**src/rtl/serv_mem_seq_pkg.sv**
```systemverilog
// Shared types and helpers for the serial-core load/store sequencer.
// The optional bus timeout is enabled with SERV_MEM_SEQ_TIMEOUT_EN.
package serv_mem_seq_pkg;

  typedef enum logic [1:0] {
    ST_IDLE = 2'd0,
    ST_BUS  = 2'd1,
    ST_DONE = 2'd2
  } state_t;

  localparam logic [1:0] SIZE_B = 2'd0;
  localparam logic [1:0] SIZE_H = 2'd1;
  localparam logic [1:0] SIZE_W = 2'd2;

  localparam int TMO_W = 16;

  // Size code 3 falls through to word in both helpers.
  function automatic logic [3:0] byte_sel(input logic [1:0] size, input logic [1:0] lsb);
    case (size)
      SIZE_B:  byte_sel = 4'b0001 << lsb;
      SIZE_H:  byte_sel = 4'b0011 << {lsb[1], 1'b0};
      default: byte_sel = 4'b1111;
    endcase
  endfunction

  function automatic logic misaligned(input logic [1:0] size, input logic [1:0] lsb);
    case (size)
      SIZE_B:  misaligned = 1'b0;
      SIZE_H:  misaligned = lsb[0];
      default: misaligned = (lsb != 2'b00);
    endcase
  endfunction

endpackage

```
**src/rtl/serv_mem_seq_tmo.sv**
```systemverilog
// Bus timeout down-counter; expired flags the cycle whose decrement would reach zero.
// Only instantiated when SERV_MEM_SEQ_TIMEOUT_EN is defined.
module serv_mem_seq_tmo
  import serv_mem_seq_pkg::*;
#(
  parameter logic [TMO_W-1:0] INIT = 16'd255
) (
  input  logic i_clk,
  input  logic i_rst,
  input  logic load,
  input  logic enable,
  output logic expired
);

  logic [TMO_W-1:0] cnt;

  always_ff @(posedge i_clk or posedge i_rst) begin
    if (i_rst) begin
      cnt <= INIT;
    end else if (load) begin
      cnt <= INIT;
    end else if (enable && (cnt != '0)) begin
      cnt <= cnt - 1'b1;
    end
  end

  assign expired = enable && (cnt == TMO_W'(1));

endmodule

```
**src/rtl/serv_mem_seq.sv**
```systemverilog
// Load/store sequencer: bus handshake, byte selects, misalignment trap, load strobe.
// Optional bus abort enabled by defining SERV_MEM_SEQ_TIMEOUT_EN.
//   state   | meaning
//   ST_IDLE | waiting for i_req; misaligned requests trap here
//   ST_BUS  | o_wb_cyc asserted, waiting for i_wb_ack (or timeout)
//   ST_DONE | ack seen; o_load pulsing for loads, o_done follows
module serv_mem_seq
  import serv_mem_seq_pkg::*;
#(
  parameter int TIMEOUT_CYCLES = 255
) (
  input  logic       i_clk,
  input  logic       i_rst,
  input  logic       i_req,
  input  logic       i_we,
  input  logic [1:0] i_size,
  input  logic [1:0] i_lsb,
  input  logic [1:0] i_cnt_byte,
  output logic       o_wb_cyc,
  output logic       o_wb_we,
  output logic [3:0] o_wb_sel,
  input  logic       i_wb_ack,
  output logic       o_load,
  output logic       o_byte_valid,
  output logic       o_busy,
  output logic       o_done,
  output logic       o_misalign,
  output logic       o_timeout
);

  state_t     state;
  logic [1:0] size;
  logic       tmo_expired;
  logic       timeout_q;

`ifdef SERV_MEM_SEQ_TIMEOUT_EN
  serv_mem_seq_tmo #(
    .INIT(TMO_W'(TIMEOUT_CYCLES))
  ) u_tmo (
    .i_clk  (i_clk),
    .i_rst  (i_rst),
    .load   (state != ST_BUS),
    .enable ((state == ST_BUS) && !i_wb_ack),
    .expired(tmo_expired)
  );
`else
  assign tmo_expired = 1'b0;
`endif

  always_ff @(posedge i_clk or posedge i_rst) begin
    if (i_rst) begin
      state      <= ST_IDLE;
      size       <= SIZE_B;
      o_wb_cyc   <= 1'b0;
      o_wb_we    <= 1'b0;
      o_wb_sel   <= 4'b0000;
      o_load     <= 1'b0;
      o_done     <= 1'b0;
      o_misalign <= 1'b0;
      timeout_q  <= 1'b0;
    end else begin
      o_load     <= 1'b0;
      o_done     <= 1'b0;
      o_misalign <= 1'b0;
      timeout_q  <= 1'b0;
      case (state)
        ST_IDLE: begin
          if (i_req) begin
            o_wb_we <= i_we;
            size    <= i_size;
            if (misaligned(i_size, i_lsb)) begin
              o_misalign <= 1'b1;
            end else begin
              o_wb_sel <= byte_sel(i_size, i_lsb);
              o_wb_cyc <= 1'b1;
              state    <= ST_BUS;
            end
          end
        end
        ST_BUS: begin
          // Ack wins over a simultaneous expiry.
          if (i_wb_ack) begin
            o_wb_cyc <= 1'b0;
            o_load   <= !o_wb_we;
            state    <= ST_DONE;
          end else if (tmo_expired) begin
            o_wb_cyc  <= 1'b0;
            timeout_q <= 1'b1;
            state     <= ST_IDLE;
          end
        end
        ST_DONE: begin
          o_done <= 1'b1;
          state  <= ST_IDLE;
        end
        default: state <= ST_IDLE;
      endcase
    end
  end

`ifdef SERV_MEM_SEQ_TIMEOUT_EN
  assign o_timeout = timeout_q;
`else
  assign o_timeout = 1'b0;
`endif

  assign o_busy = (state != ST_IDLE);

  always_comb begin
    case (size)
      SIZE_B:  o_byte_valid = (i_cnt_byte == 2'd0);
      SIZE_H:  o_byte_valid = (i_cnt_byte <= 2'd1);
      default: o_byte_valid = 1'b1;
    endcase
  end

endmodule

```
**config.mk**
```make
export PLATFORM = sky130hd
export DESIGN_NAME = serv_mem_seq
export DESIGN_NICKNAME = d
export VERILOG_FILES = /design/src/rtl/serv_mem_seq_pkg.sv /design/src/rtl/serv_mem_seq_tmo.sv /design/src/rtl/serv_mem_seq.sv
export SDC_FILE = /design/constraint.sdc
export NUM_CORES = 1
export LEC_CHECK = 0
export ABC_AREA = 0
export CELL_PAD_IN_SITES_DETAIL_PLACEMENT = 2
export CELL_PAD_IN_SITES_GLOBAL_PLACEMENT = 2
export CORE_MARGIN = 2
export CORE_UTILIZATION = 22
export CTS_BUF_LIST = sky130_fd_sc_hd__clkbuf_16
export CTS_CLUSTER_DIAMETER = 40
export CTS_CLUSTER_SIZE = 10
export DETAILED_ROUTE_END_ITERATION = 7
export GPL_TIMING_DRIVEN = 1
export PLACE_DENSITY_LB_ADDON = 0.1
export SETUP_SLACK_MARGIN = 0.05
export SYNTH_ARGS = -nofsm -noshare
export SYNTH_HDL_FRONTEND = slang
export SYNTH_HIERARCHICAL = 1
export SYNTH_SLANG_ARGS = --single-unit
export TNS_END_PERCENT = 20
```
**constraint.sdc**
```tcl
create_clock -name i_clk -period 1.4 [get_ports i_clk]
set_input_delay 0.14 -clock i_clk [delete_from_list [all_inputs] [get_ports i_clk]]
set_output_delay 0.14 -clock i_clk [all_outputs]
set_load 0.005 [all_outputs]
```
### Word-level counts from Yosys, hierarchy flattened

Cells that the tools add are included.

| operators by class | value |
|---|---|
| $lt $le $gt $ge | 1 |
| equal/unequal tests | 7 |
| shifts and indexed selects | 2 |
| muxes and demuxes | 19 |
| bitwise operators | 1 |
| reductions and logical operators | 12 |

Operator list:

| operator | number |
|---|---|
| 1-bit two-way mux | 11 |
| 2-bit zero test | 4 |
| 4-bit case mux with 2 select lines | 1 |
| 2-bit by 1-bit == test with 1-bit output (second input constant) | 3 |
| 2-bit two-way mux | 3 |
| 2-bit inequality test (second input constant) | 3 |
| 1-bit case mux with 2 select lines | 3 |
| 3-bit AND reduction | 2 |
| 2-bit nonzero test | 3 |
| 2-bit case mux with 2 select lines | 1 |
| 4-bit AND reduction | 1 |
| 1-bit by 2-bit << shifter with 4-bit output (first input constant) | 1 |
| 2-bit by 2-bit << shifter with 4-bit output (first input constant) | 1 |
| 2-bit == test (second input constant) | 1 |
| 2-bit by 1-bit less-or-equal comparator with 1-bit output (second input constant) | 1 |
| 2-bit AND reduction | 1 |
| 1-bit zero test | 1 |
| 1-bit NOT | 1 |

| storage, ports and cells | value |
|---|---|
| flip-flop bits (word level) | 13 |
| output and inout port bits | 12 |
| logic and storage cells | 50 |

### Depth between registers and ports, before layout

Gate-level depths: netlist (run 1).

| logic depth | value |
|---|---|
| depth after elaboration | 7 |
| depth in mapped cells | 4 |
| depth with buffers taken out | 3 |

### Least setup slack after synthesis (run 1)

Ideal clock, no wire load.

| timing | value |
|---|---|
| path kind | register -> register |
| start | register state[0] |
| end | register o_wb_sel[3] |
| setup time | 0.124 ns |
| arrival time | 1.217 ns |
| setup slack | 0.058 ns |
| stages on the path, launching flop included | 5 |
| buffers on the path | 1 |
| period minus slack after synthesis | 1.342 ns |
| cell sequence | dfrtp_1 > or3b_1 > buf_6 > a311oi_1 > o2bb2ai_1 |

| on the way | value |
|---|---|
| longest elaborated chain between the ends | 2 |

RTL lines:

| what | RTL line | RTL |
|---|---|---|
| from (decl) | serv_mem_seq.sv:31 | `state_t state;` |
| from (signal assigned) | serv_mem_seq.sv:52 | `state <= ST_IDLE;` |
| from (signal assigned) | serv_mem_seq.sv:76 | `state <= ST_BUS;` |
| from (signal assigned) | serv_mem_seq.sv:85 | `state <= ST_DONE;` |
| 2-bit zero test | serv_mem_seq.sv:66 | `case (state)` |
| 3-bit AND reduction (no source line) | -- |  |
| to (signal assigned) | serv_mem_seq.sv:74 | `o_wb_sel <= byte_sel(i_size, i_lsb);` |
| to (decl) | serv_mem_seq.sv:21 | `output logic [3:0] o_wb_sel,` |

Every way passes these cells.
A chain may end at the register's enable or synchronous reset.

### Final worst setup path (run 1)

| timing | value |
|---|---|
| start | register state[1] |
| end | register o_wb_sel[3] |

Same word-level chain as after synthesis.

==> results of run 1 <==
cell type report:
class | count | area (um^2)
inverter | 5 | 18.8
sequential | 13 | 325
tap | 31 | 38.8
clock buffer | 3 | 75.1
multi-input combinational | 43 | 295
fill | 297 | 1640
timing repair buffer | 36 | 339
clock inverter | 1 | 5.00
registers in the layout, indices dropped and copies added, names as in the netlist:
register and flops:
state 2, o_misalign 1, size 2, o_load 1, o_done 1, o_wb_sel 4
o_wb_we 1, o_wb_cyc 1
worst max-delay path by stage:
| stage | from | end | cells after the start |
|---|---|---|---|
| after floorplan | state[0] | o_wb_sel[3] | 4 |
| after CTS | state[1] | o_wb_sel[3] | 4 |
| after detailed placement | i_req | o_wb_sel[3] | 4 |
| final | state[1] | o_wb_sel[3] | 4 |
| after global placement | i_req | o_wb_sel[3] | 4 |
| after global routing | state[1] | o_wb_sel[0] | 6 |
synthesized netlist by cell type (2+ instances only):
cell                       instances
sky130_fd_sc_hd__o21ai_0           5
sky130_fd_sc_hd__nand2b_1          2
sky130_fd_sc_hd__inv_1             5
sky130_fd_sc_hd__dfrtp_1          13
sky130_fd_sc_hd__a21oi_1           5
sky130_fd_sc_hd__nor2_1            3
sky130_fd_sc_hd__nand2_1          10
cell usage in the layout, fill, tap and decap left out, drive strengths merged:
cell and n:
clkdlybuf4s50 18, buf 15, dfrtp 13, nand2 10
a21oi 5, inv 5, o21ai 5, nor2 3
clkbuf 3, nand2b 2, nor3b 1, a22o 1
or3b 1, a22oi 1, mux2 1, o221ai 1
or2b 1, nor2b 1, o21bai 1, or2 1
nor3 1, and2b 1, nand3b 1, o41ai 1
o22ai 1, a311oi 1, o2bb2ai 1, conb 1
clkinv 1, dlymetal6s2s 1, clkdlybuf4s15 1, dlygate4sd2 1
metrics by stage:
stage               TNS (ns)  std cells  total power (uW)
floorplan                  0         65               707
global placement      -0.748        125               972
detailed placement    -0.994        125               983
CTS                  -0.0101        132              1570
global route          -0.182        132              1690
finish                     0        132              1580
power by group through the flow:
stage / Clock (uW) / Sequential, uW / Combinational (uW)
floorplan: 0 / 528 / 179
global placement: 0 / 531 / 441
detailed placement: 0 / 533 / 450
CTS: 557 / 529 / 482
global route: 592 / 540 / 555
finish: 551 / 526 / 500
cell families (layout without fill, tap and decap cells):
kind of cell	Yosys count	in the layout	synth area share, %
AND/OR/NAND/NOR	23	23	19.6
AO/OA/AOI/OAI	18	18	19.4
flip-flops	13	13	51.5
buffers and inverters	9	45	7.13
other	1	1	0.593
multiplexers	1	1	1.78
routing by layer:
layer,up-vias,wire (um)
met3,4,89
met4,0,30
met1,311,909
met2,14,1090
met5,-,0
li1,295,-
critical path: cells and delay by family, from the launching register on:
| kind | cells | cell delay (ns) |
|---|---|---|
| simple gates | 1 | 0.41 |
| buf+inv | 1 | 0.13 |
| flops | 1 | 0.40 |
| compound gates | 2 | 0.34 |
repair_timing:
action                                 4_1_cts  5_1_grt
setup buffers                                3        0
gates cloned                                 0        0
resized for setup                            7        8
endpoints found under the hold margin        0        0
setup endpoints to repair                    4       11
pin swaps                                    2        4
==> run summary, run 1 <==
• **Row Count** 19
• **global placer's final weighted congestion** 0.769
• **delay of the slowest critical-path stage** 0.41 ns
• **internal power summed over all cells** 1150 uW
• **remaining max-slew budget at the tightest pin** 64.5%
• **endpoint of the most critical register-to-register path** o_wb_sel[3]
• **core utilization of the finished layout** 40.1%
• **number of search-and-repair iterations in the first detailed-routing pass** 3
• **static leakage power** 0.000512 uW
• **Synth Instances** 65
• **met1 track utilization from global routing** 19.4%
• **wire length of the first global-routing pass** 3590 um
• **area share of the largest cell type after synthesis** 51.5%
• **number of DRC markers after the initial detailed-route iteration** 3
• **# port buffers** 21
• **register bit total from synthesis** 13
• **initial cell density of the core** 23.1%
• **# nets final** 113
• **die boundary height** 57.6 um
• **ranking of synthesized cells by area** sky130_fd_sc_hd__dfrtp_1 (51%), sky130_fd_sc_hd__nand2_1 (5.9%), sky130_fd_sc_hd__a21oi_1 (4.0%), sky130_fd_sc_hd__o21ai_0 (4.0%), sky130_fd_sc_hd__inv_1 (3.0%)
• **later-pin clock latency in the skew report** 0.24 ns
• **dpl cell area** 945 um^2
• **critical path launch point type** flop
• **Max Fclk** 0.716 GHz
• **cell-by-cell trace of the critical path** buf_6 > or3b_4 > a311oi_2 > o2bb2ai_1
• **Post-Synthesis Net Count** 76
• **hold violation total from the final report** 0
• **status** complete, no violations
• **startpoint of the most critical register-to-register path** state[1]
• **Max Cap Violations** 0
• **Power Density** 1440 nW/um^2
• **wire per inst** 16.1 um
• **CP endpoint kind** flop
• **data arrival at the endpoint of the critical path** 1.52 ns
• **largest fanout on the critical path** 5
• **met3 track demand over resource in global routing** 3.40%
• **cell count of the worst reg-to-reg path** 4
• **fraction of power consumed by sequential logic** 33.4%
• **reg2reg setup slack** 0.004 ns
• **clock share of power** 34.9%
• **Root Buffer** sky130_fd_sc_hd__clkbuf_16
• **Design Area, Final** 1100 um^2
• **post-route DRC violation count** 0
• **number of synthesized flops with an enable pin** 0
• **share of flip-flops with an asynchronous set or reset after synthesis** 100%
• **global-route track usage on met2** 22.7%
• **Synth cell types** 29
• **Die Width** 57.6 um
• **type of the worst setup path** reg -> reg
• **number of antenna violations at the first check in global routing** 0
• **cell with the biggest individual delay on the critical path** sky130_fd_sc_hd__or3b_4
• **mean cell area of the mapped netlist** 9.72 um^2
• **core area** 2730 um^2
• **share of total power consumed by net switching** 26.9%
• **total number of H-tree levels** 1
• **RSZ-0062 raised after global routing** yes
• **TritonCTS clock tree** built
• **deepest clock path buffer count** 2
• **Slew @ Worst Pin** 0.531 ns
• **worst setup slack before clock tree synthesis** -0.184 ns
• **logic gate share of total power** 31.7%
• **total of endpoints with negative setup slack in the final report** 0
• **routed vias** 624
• **Top Ports** 23
• **clock-pin transition on the worst setup and hold timing paths** 0.05 ns
• **Tcrit/Tclk final** 99.7%
• **GRT Util Overall** 14.9%
• **sequential cell area fraction in the yosys report** 51.5%
• **Tmin final** 1.40 ns
• **number of warnings issued by yosys** 6
• **drt via density** 4.73
• **net switching power of the design** 425 uW
• **number of slew-limit violations in the final report** 0
• **area leader, netlist** sky130_fd_sc_hd__dfrtp_1
• **class of the worst hold path** in -> async
• **gr busiest metal** met2
• **worst-case clock skew** 0.00215 ns
• **worst hold slack** 0.239 ns
• **share of post-route cells with drive strength above 1** 29.7%
• **Die Area** 3320 um^2
• **Post-CTS Hold Buffers** 0
• **maximum number of pins on one net before global-route repair** 14
• **global-route congestion overflow total** 0
• **diode insertion count for antenna repair** 0
• **predominant post-synthesis flop cell** sky130_fd_sc_hd__dfrtp_1
• **number of global-route vias before repair** 693
• **half-perimeter wire length after detailed placement** 1450 um
• **Required @ worst endpoint** 1.52 ns
• **cell area after synthesis** 632 um^2
• **Max VDD drop** 0.713 mV
• **count of clock tree sinks** 13
• **relative area change from synthesis to final layout** 73.7%
• **min setup slack post-route** 0.00377 ns
• **TritonCTS buffer count** 3
• **DRT Wirelength** 2120 um
• **number of nets with antenna violations after detailed routing** 0
No activity file was read; power rests on OpenSTA's default activity.
==> inputs of run 2 (changes only) <==
--- a/config.mk
+++ b/config.mk
@@ -6,8 +6,10 @@
 export NUM_CORES = 1
 export LEC_CHECK = 0
 export ABC_AREA = 0
+export CAP_MARGIN = 30
 export CELL_PAD_IN_SITES_DETAIL_PLACEMENT = 2
 export CELL_PAD_IN_SITES_GLOBAL_PLACEMENT = 2
+export CORE_ASPECT_RATIO = 0.75
 export CORE_MARGIN = 2
 export CORE_UTILIZATION = 22
 export CTS_BUF_LIST = sky130_fd_sc_hd__clkbuf_16
==> run summary, run 2 (synthesis gave the netlist of run 1 again) <==
• **deepest clock path buffer count** 2, unchanged
• **die boundary height** 50.4 um, was 57.6 um
• **wire per inst** 13.7 um, was 16.1 um
• **worst hold slack** 0.236 ns, was 0.239 ns
• **TritonCTS clock tree** built, unchanged
• **met3 routed WL** 106 um, was 89 um
• **routed vias** 603, was 624
• **type of the worst setup path** reg -> out, was reg -> reg
• **number of nets with antenna violations after detailed routing** 0, unchanged
• **total number of H-tree levels** 1, unchanged
• **relative area change from synthesis to final layout** 63.8%, was 73.7%
• **Power Density** 1460 nW/um^2, was 1440 nW/um^2
• **wire length of the first global-routing pass** 3020 um, was 3590 um
• **Tcrit/Tclk final** 95.9%, was 99.7%
• **Largest regs** o_wb_sel: 4 flops, size: 2 flops, state: 2 flops, unchanged
• **number of search-and-repair iterations in the first detailed-routing pass** 3, unchanged
• **core area** 2660 um^2, was 2730 um^2
• **Required @ worst endpoint** 1.26 ns, was 1.52 ns
• **global placer's final weighted congestion** 0.692, was 0.769
• **min setup slack post-route** 0.0575 ns, was 0.00377 ns
• **number of slew-limit violations in the final report** 0, unchanged
• **largest fanout on the critical path** 4, was 5
• **CP endpoint kind** output port, was flop
• **diode insertion count for antenna repair** 0, unchanged
• **logic gate share of total power** 30.3%, was 31.7%
• **total of endpoints with negative setup slack in the final report** 0, unchanged
• **Max Cap Violations** 0, unchanged
• **data arrival at the endpoint of the critical path** 1.20 ns, was 1.52 ns
• **half-perimeter wire length after detailed placement** 1450 um, about the same
• **cell with the biggest individual delay on the critical path** sky130_fd_sc_hd__dfrtp_1, was sky130_fd_sc_hd__or3b_4
• **Row Count** 16, was 19
• **# port buffers** 21, unchanged
• **placed cells** 127, was 125
• **internal power summed over all cells** 1130 uW, was 1150 uW
• **share of total power consumed by net switching** 25.4%, was 26.9%
• **total met2 wirelength after detailed routing** 961 um, was 1090 um
• **net switching power of the design** 383 uW, was 425 uW
• **TritonCTS buffer count** 3, unchanged
• **drt via density** 4.53, was 4.73
• **number of DRC markers after the initial detailed-route iteration** 7, was 3
• **hold violation total from the final report** 0, unchanged
• **worst setup slack before clock tree synthesis** -0.181 ns, was -0.184 ns
• **worst-case clock skew** 0.000921 ns, was 0.00215 ns
• **cell-by-cell trace of the critical path** or2_2 > dlygate4sd2_1, was buf_6 > or3b_4 > a311oi_2 > o2bb2ai_1
• **static leakage power** 0.000478 uW, was 0.000512 uW
• **critical path launch point type** flop, unchanged
• **delay of the slowest critical-path stage** 0.41 ns, about the same
• **Die Area** 3320 um^2, about the same
• **GRT Util Overall** 12.2%, was 14.9%
• **Post-CTS Hold Buffers** 0, unchanged
• **most frequent cells in the layout** sky130_fd_sc_hd__clkdlybuf4s50_1 (19), sky130_fd_sc_hd__dfrtp_1 (13), sky130_fd_sc_hd__nand2_1 (10), sky130_fd_sc_hd__buf_4 (10), sky130_fd_sc_hd__inv_1 (6), was sky130_fd_sc_hd__clkdlybuf4s50_1 (18), sky130_fd_sc_hd__dfrtp_1 (13), sky130_fd_sc_hd__buf_4 (11), sky130_fd_sc_hd__nand2_1 (9)
• **number of antenna violations at the first check in global routing** 0, unchanged
• **Max VDD drop** 0.588 mV, was 0.713 mV
• **DRT Wirelength** 1820 um, was 2120 um
• **Die Width** 65.9 um, was 57.6 um
• **DRT met1 WL** 741 um, was 909 um
• **initial cell density of the core** 23.7%, was 23.1%
• **most common cell after layout, fill and taps aside** sky130_fd_sc_hd__clkdlybuf4s50_1, unchanged
• **later-pin clock latency in the skew report** 0.24 ns, about the same
• **maximum number of pins on one net before global-route repair** 14, unchanged
• **number of global-route vias before repair** 643, was 693
• **clock share of power** 34.5%, was 34.9%
• **Top Ports** 23, unchanged
• **final cell count without fillers** 133, was 132
• **fraction of power consumed by sequential logic** 35.2%, was 33.4%
• **post-route DRC violation count** 0, unchanged
• **max FFs per register** 4, unchanged
• **# nets final** 109, was 113
• **class of the worst hold path** in -> async, unchanged
• **top routing layer in use** met4, unchanged
• **status** complete, no violations, unchanged
• **Tmin final** 1.34 ns, was 1.40 ns
• **RSZ-0062 raised after global routing** yes, unchanged
• **count of clock tree sinks** 13, unchanged
• **global-route congestion overflow total** 0, unchanged
• **Max Fclk** 0.745 GHz, was 0.716 GHz
• **register with the highest flop count** o_wb_sel, unchanged
• **Root Buffer** sky130_fd_sc_hd__clkbuf_16, unchanged
• **clock-pin transition on the worst setup and hold timing paths** 0.04 ns, was 0.05 ns
• **share of post-route cells with drive strength above 1** 22.7%, was 29.7%
==> run 2: path summary, 6_finish.rpt <==
path                           from           to  slack, ns  depth (start not counted)
setup / recovery           state[0]       o_busy       0.06                          2
hold / removal                i_rst       o_done       0.24                          2
setup reg to reg           state[0]  o_wb_sel[3]       0.08                          3
hold reg to reg             o_wb_we       o_load       0.46                          1
max in group asynchronous     i_rst  o_wb_sel[0]       0.84                          2
min in group i_clk             i_we      o_wb_we       0.44                          3
==> run 2: through the flow <==
stage | area, um^2 | setup TNS, ns | power (uW) | util (%)
final | 1030 | 0 | 1510 | 38.9
after detailed placement | 928 | -0.755 | 983 | 34.9
after CTS | 1020 | 0 | 1520 | 38.4
after global routing | 1030 | 0 | 1620 | 38.9
after global placement | 928 | -0.548 | 970 | 34.9
after floorplan | 632 | 0 | 707 | -
==> run 2: area by class of cell <==
cell class                      instances  area (um^2)
Inverter                                5         18.8
Timing Repair Buffer                   32          294
Sequential cell                        13          325
Clock inverter                          1         3.75
Tap cell                               36         45.0
Multi-Input combinational cell         43          273
Fill cell                             279         1630
Clock buffer                            3         75.1
==> run 2: routing by layer <==
metal	vias up	global-route usage [%]
li1	282	-
met1	303	15.0
met2	15	20.7
met3	3	4.71
met4	0	2.08
met5	-	0
==> run 2: power groups by stage <==
| stage | combinational [uW] | sequential (uW) | clock, uW |
|---|---|---|---|
| 2_1_floorplan | 179 | 528 | 0 |
| 3_3_place_gp | 434 | 535 | 0 |
| 3_5_place_dp | 447 | 536 | 0 |
| 5_1_grt | 512 | 547 | 557 |
| 4_1_cts | 458 | 531 | 536 |
| 6_report | 458 | 531 | 520 |
==> run 2: timing repair <==
item                                    in CTS  in global routing
endpoints found under the setup margin       5                  8
setup buffers                                2                  1
pin swaps                                    1                  3
resized for setup                            5                  3
==> run 2: worst max-delay path, delay by kind of cell, from the launching register on <==
kind	cells	cell delay [ns]
buf+inv	1	0.26
simple gates	1	0.30
flops	1	0.41
==> inputs of run 3 (changes only) <==
--- a/config.mk
+++ b/config.mk
@@ -18,7 +18,6 @@
 export DETAILED_ROUTE_END_ITERATION = 7
 export GPL_TIMING_DRIVEN = 1
 export PLACE_DENSITY_LB_ADDON = 0.1
-export SETUP_SLACK_MARGIN = 0.05
 export SYNTH_ARGS = -nofsm -noshare
 export SYNTH_HDL_FRONTEND = slang
 export SYNTH_HIERARCHICAL = 1
==> run summary, run 3 (synthesis gave the netlist of run 1 again) <==
• **status** complete, no violations, unchanged
• **clock-pin transition on the worst setup and hold timing paths** 0.04 ns, about the same
• **class of the worst hold path** in -> async, unchanged
• **maximum number of pins on one net before global-route repair** 14, unchanged
• **Die Width** 65.9 um, unchanged
• **Power Density** 1460 nW/um^2, about the same
• **relative area change from synthesis to final layout** 63.2%, was 63.8%
• **Post-CTS Hold Buffers** 0, unchanged
• **most common cell after layout, fill and taps aside** sky130_fd_sc_hd__clkdlybuf4s50_1, unchanged
• **top routing layer in use** met4, unchanged
• **CP endpoint kind** flop, was output port
• **# port buffers** 21, unchanged
• **GRT Util Overall** 12.2%, unchanged
• **Largest regs** o_wb_sel: 4 flops, size: 2 flops, state: 2 flops, unchanged
• **global placer's final weighted congestion** 0.692, unchanged
• **core utilization of the finished layout** 38.7%, was 38.9%
• **Tmin final** 1.35 ns, was 1.34 ns
• **number of slew-limit violations in the final report** 0, unchanged
• **cell family with the largest share of critical-path delay** simple AND/OR/NAND/NOR gates, was flip-flops
• **number of search-and-repair iterations in the first detailed-routing pass** 3, unchanged
• **Required @ worst endpoint** 1.52 ns, was 1.26 ns
• **initial cell density of the core** 23.7%, unchanged
• **Max VDD drop** 0.587 mV, was 0.588 mV
• **Max Fclk** 0.740 GHz, was 0.745 GHz
• **Row Count** 16, unchanged
• **TritonCTS buffer count** 3, unchanged
• **core area** 2660 um^2, unchanged
• **routed vias** 594, was 603
• **number of nets with antenna violations after detailed routing** 0, unchanged
• **DRT met1 WL** 782 um, was 741 um
• **TritonCTS clock tree** built, unchanged
• **total buffers and inverters traversed by the critical path** 0, was 1
• **worst hold slack** 0.236 ns, about the same
• **type of the worst setup path** reg -> reg, was reg -> out
• **# nets final** 110, was 109
• **DRT Wirelength** 1820 um, about the same
• **number of global-route vias before repair** 643, unchanged
• **wire per inst** 13.6 um, was 13.7 um
• **data arrival at the endpoint of the critical path** 1.47 ns, was 1.20 ns
• **half-perimeter wire length after detailed placement** 1450 um, unchanged
• **share of post-route cells with drive strength above 1** 21.4%, was 22.7%
• **count of clock tree sinks** 13, unchanged
• **global-route congestion overflow total** 0, unchanged
• **Die Area** 3320 um^2, unchanged
• **static leakage power** 0.000482 uW, was 0.000478 uW
• **total met2 wirelength after detailed routing** 916 um, was 961 um
• **critical path launch point type** flop, unchanged
• **most frequent cells in the layout** sky130_fd_sc_hd__clkdlybuf4s50_1 (19), sky130_fd_sc_hd__dfrtp_1 (13), sky130_fd_sc_hd__buf_4 (12), sky130_fd_sc_hd__nand2_1 (10), sky130_fd_sc_hd__inv_1 (6), was sky130_fd_sc_hd__clkdlybuf4s50_1 (19), sky130_fd_sc_hd__dfrtp_1 (13), sky130_fd_sc_hd__nand2_1 (10), sky130_fd_sc_hd__buf_4 (10), sky130_fd_sc_hd__inv_1 (6)
• **hold violation total from the final report** 0, unchanged
• **die boundary height** 50.4 um, unchanged
• **Design Area, Final** 1030 um^2, about the same
• **delay of the slowest critical-path stage** 0.47 ns, was 0.41 ns
• **Tcrit/Tclk final** 96.5%, was 95.9%
• **Top Ports** 23, unchanged
• **Max Cap Violations** 0, unchanged
• **drt via density** 4.43, was 4.53
• **max FFs per register** 4, unchanged
• **wire length of the first global-routing pass** 3020 um, unchanged
• **number of antenna violations at the first check in global routing** 0, unchanged
• **RSZ-0062 raised after global routing** yes, unchanged
• **worst-case clock skew** 0.00126 ns, was 0.000921 ns
• **total of endpoints with negative setup slack in the final report** 0, unchanged
• **number of DRC markers after the initial detailed-route iteration** 10, was 7
• **post-route DRC violation count** 0, unchanged
• **total number of H-tree levels** 1, unchanged
• **cell-by-cell trace of the critical path** or3b_1 > a311oi_1 > o2bb2ai_1, was or2_2 > dlygate4sd2_1
• **Root Buffer** sky130_fd_sc_hd__clkbuf_16, unchanged
• **dpl cell area** 928 um^2, unchanged
• **diode insertion count for antenna repair** 0, unchanged
• **cell with the biggest individual delay on the critical path** sky130_fd_sc_hd__or3b_1, was sky130_fd_sc_hd__dfrtp_1
• **deepest clock path buffer count** 2, unchanged
• **register with the highest flop count** o_wb_sel, unchanged
• **largest fanout on the critical path** 5, was 4
• **later-pin clock latency in the skew report** 0.24 ns, about the same
• **met3 routed WL** 106 um, unchanged
## run 3: final cells by class
class / instances / area [um^2]
clock buffers: 3 / 75.1
clock inverters: 1 / 3.75
fillers: 282 / 1630
inverters: 5 / 18.8
multi-input cells: 43 / 265
flip-flops and latches: 13 / 325
well taps: 36 / 45.0
repair buffers: 33 / 298
## run 3: per-stage QoR
stage,setup TNS (ns),total power [uW],cells,setup WS [ns]
finish,0,1510,134,0.0484
global route,-0.0643,1610,134,-0.0262
CTS,0,1520,133,0.0298
detailed placement,-0.755,983,127,-0.181
global placement,-0.548,970,127,-0.133
floorplan,0,707,65,0.0584
## run 3: worst register-to-register path: stages (launching register included)
cell	delay, ns
sky130_fd_sc_hd__dfrtp_1	0.39
sky130_fd_sc_hd__or3b_1	0.47
sky130_fd_sc_hd__a311oi_1	0.27
sky130_fd_sc_hd__o2bb2ai_1	0.09
## run 3: power breakdown
| group | internal (uW) | leakage (uW) | switching (uW) | total (uW) |
|---|---|---|---|---|
| combinational | 283 | 0.000279 | 177 | 460 |
| clock | 375 | 0.0000423 | 145 | 520 |
| sequential | 466 | 0.000160 | 60.8 | 527 |
## run 3: timing repair
item,CTS,global route
setup endpoints to repair,3,5
cloned,0,0
gates resized for setup,4,1
pin swaps,0,2
hold endpoints to repair,0,0
buffers inserted,2,1
## run 3: final timing paths
path	startpoint	endpoint	slack (ns)	depth (start not counted)
min in group i_clk	i_we	o_wb_we	0.44	3
worst max register to register	state[0]	o_wb_sel[3]	0.05	3
worst min-delay path	i_rst	o_done	0.24	2
max in group asynchronous	i_rst	o_wb_sel[0]	0.84	2
worst min register to register	o_wb_we	o_load	0.46	1
worst max-delay path	state[0]	o_wb_sel[3]	0.05	3
## run 3: layer usage
metal,global-route usage [%],up-vias
met5,0,-
met4,2.08,0
met3,4.71,3
met2,20.7,15
met1,15.0,292
li1,-,284
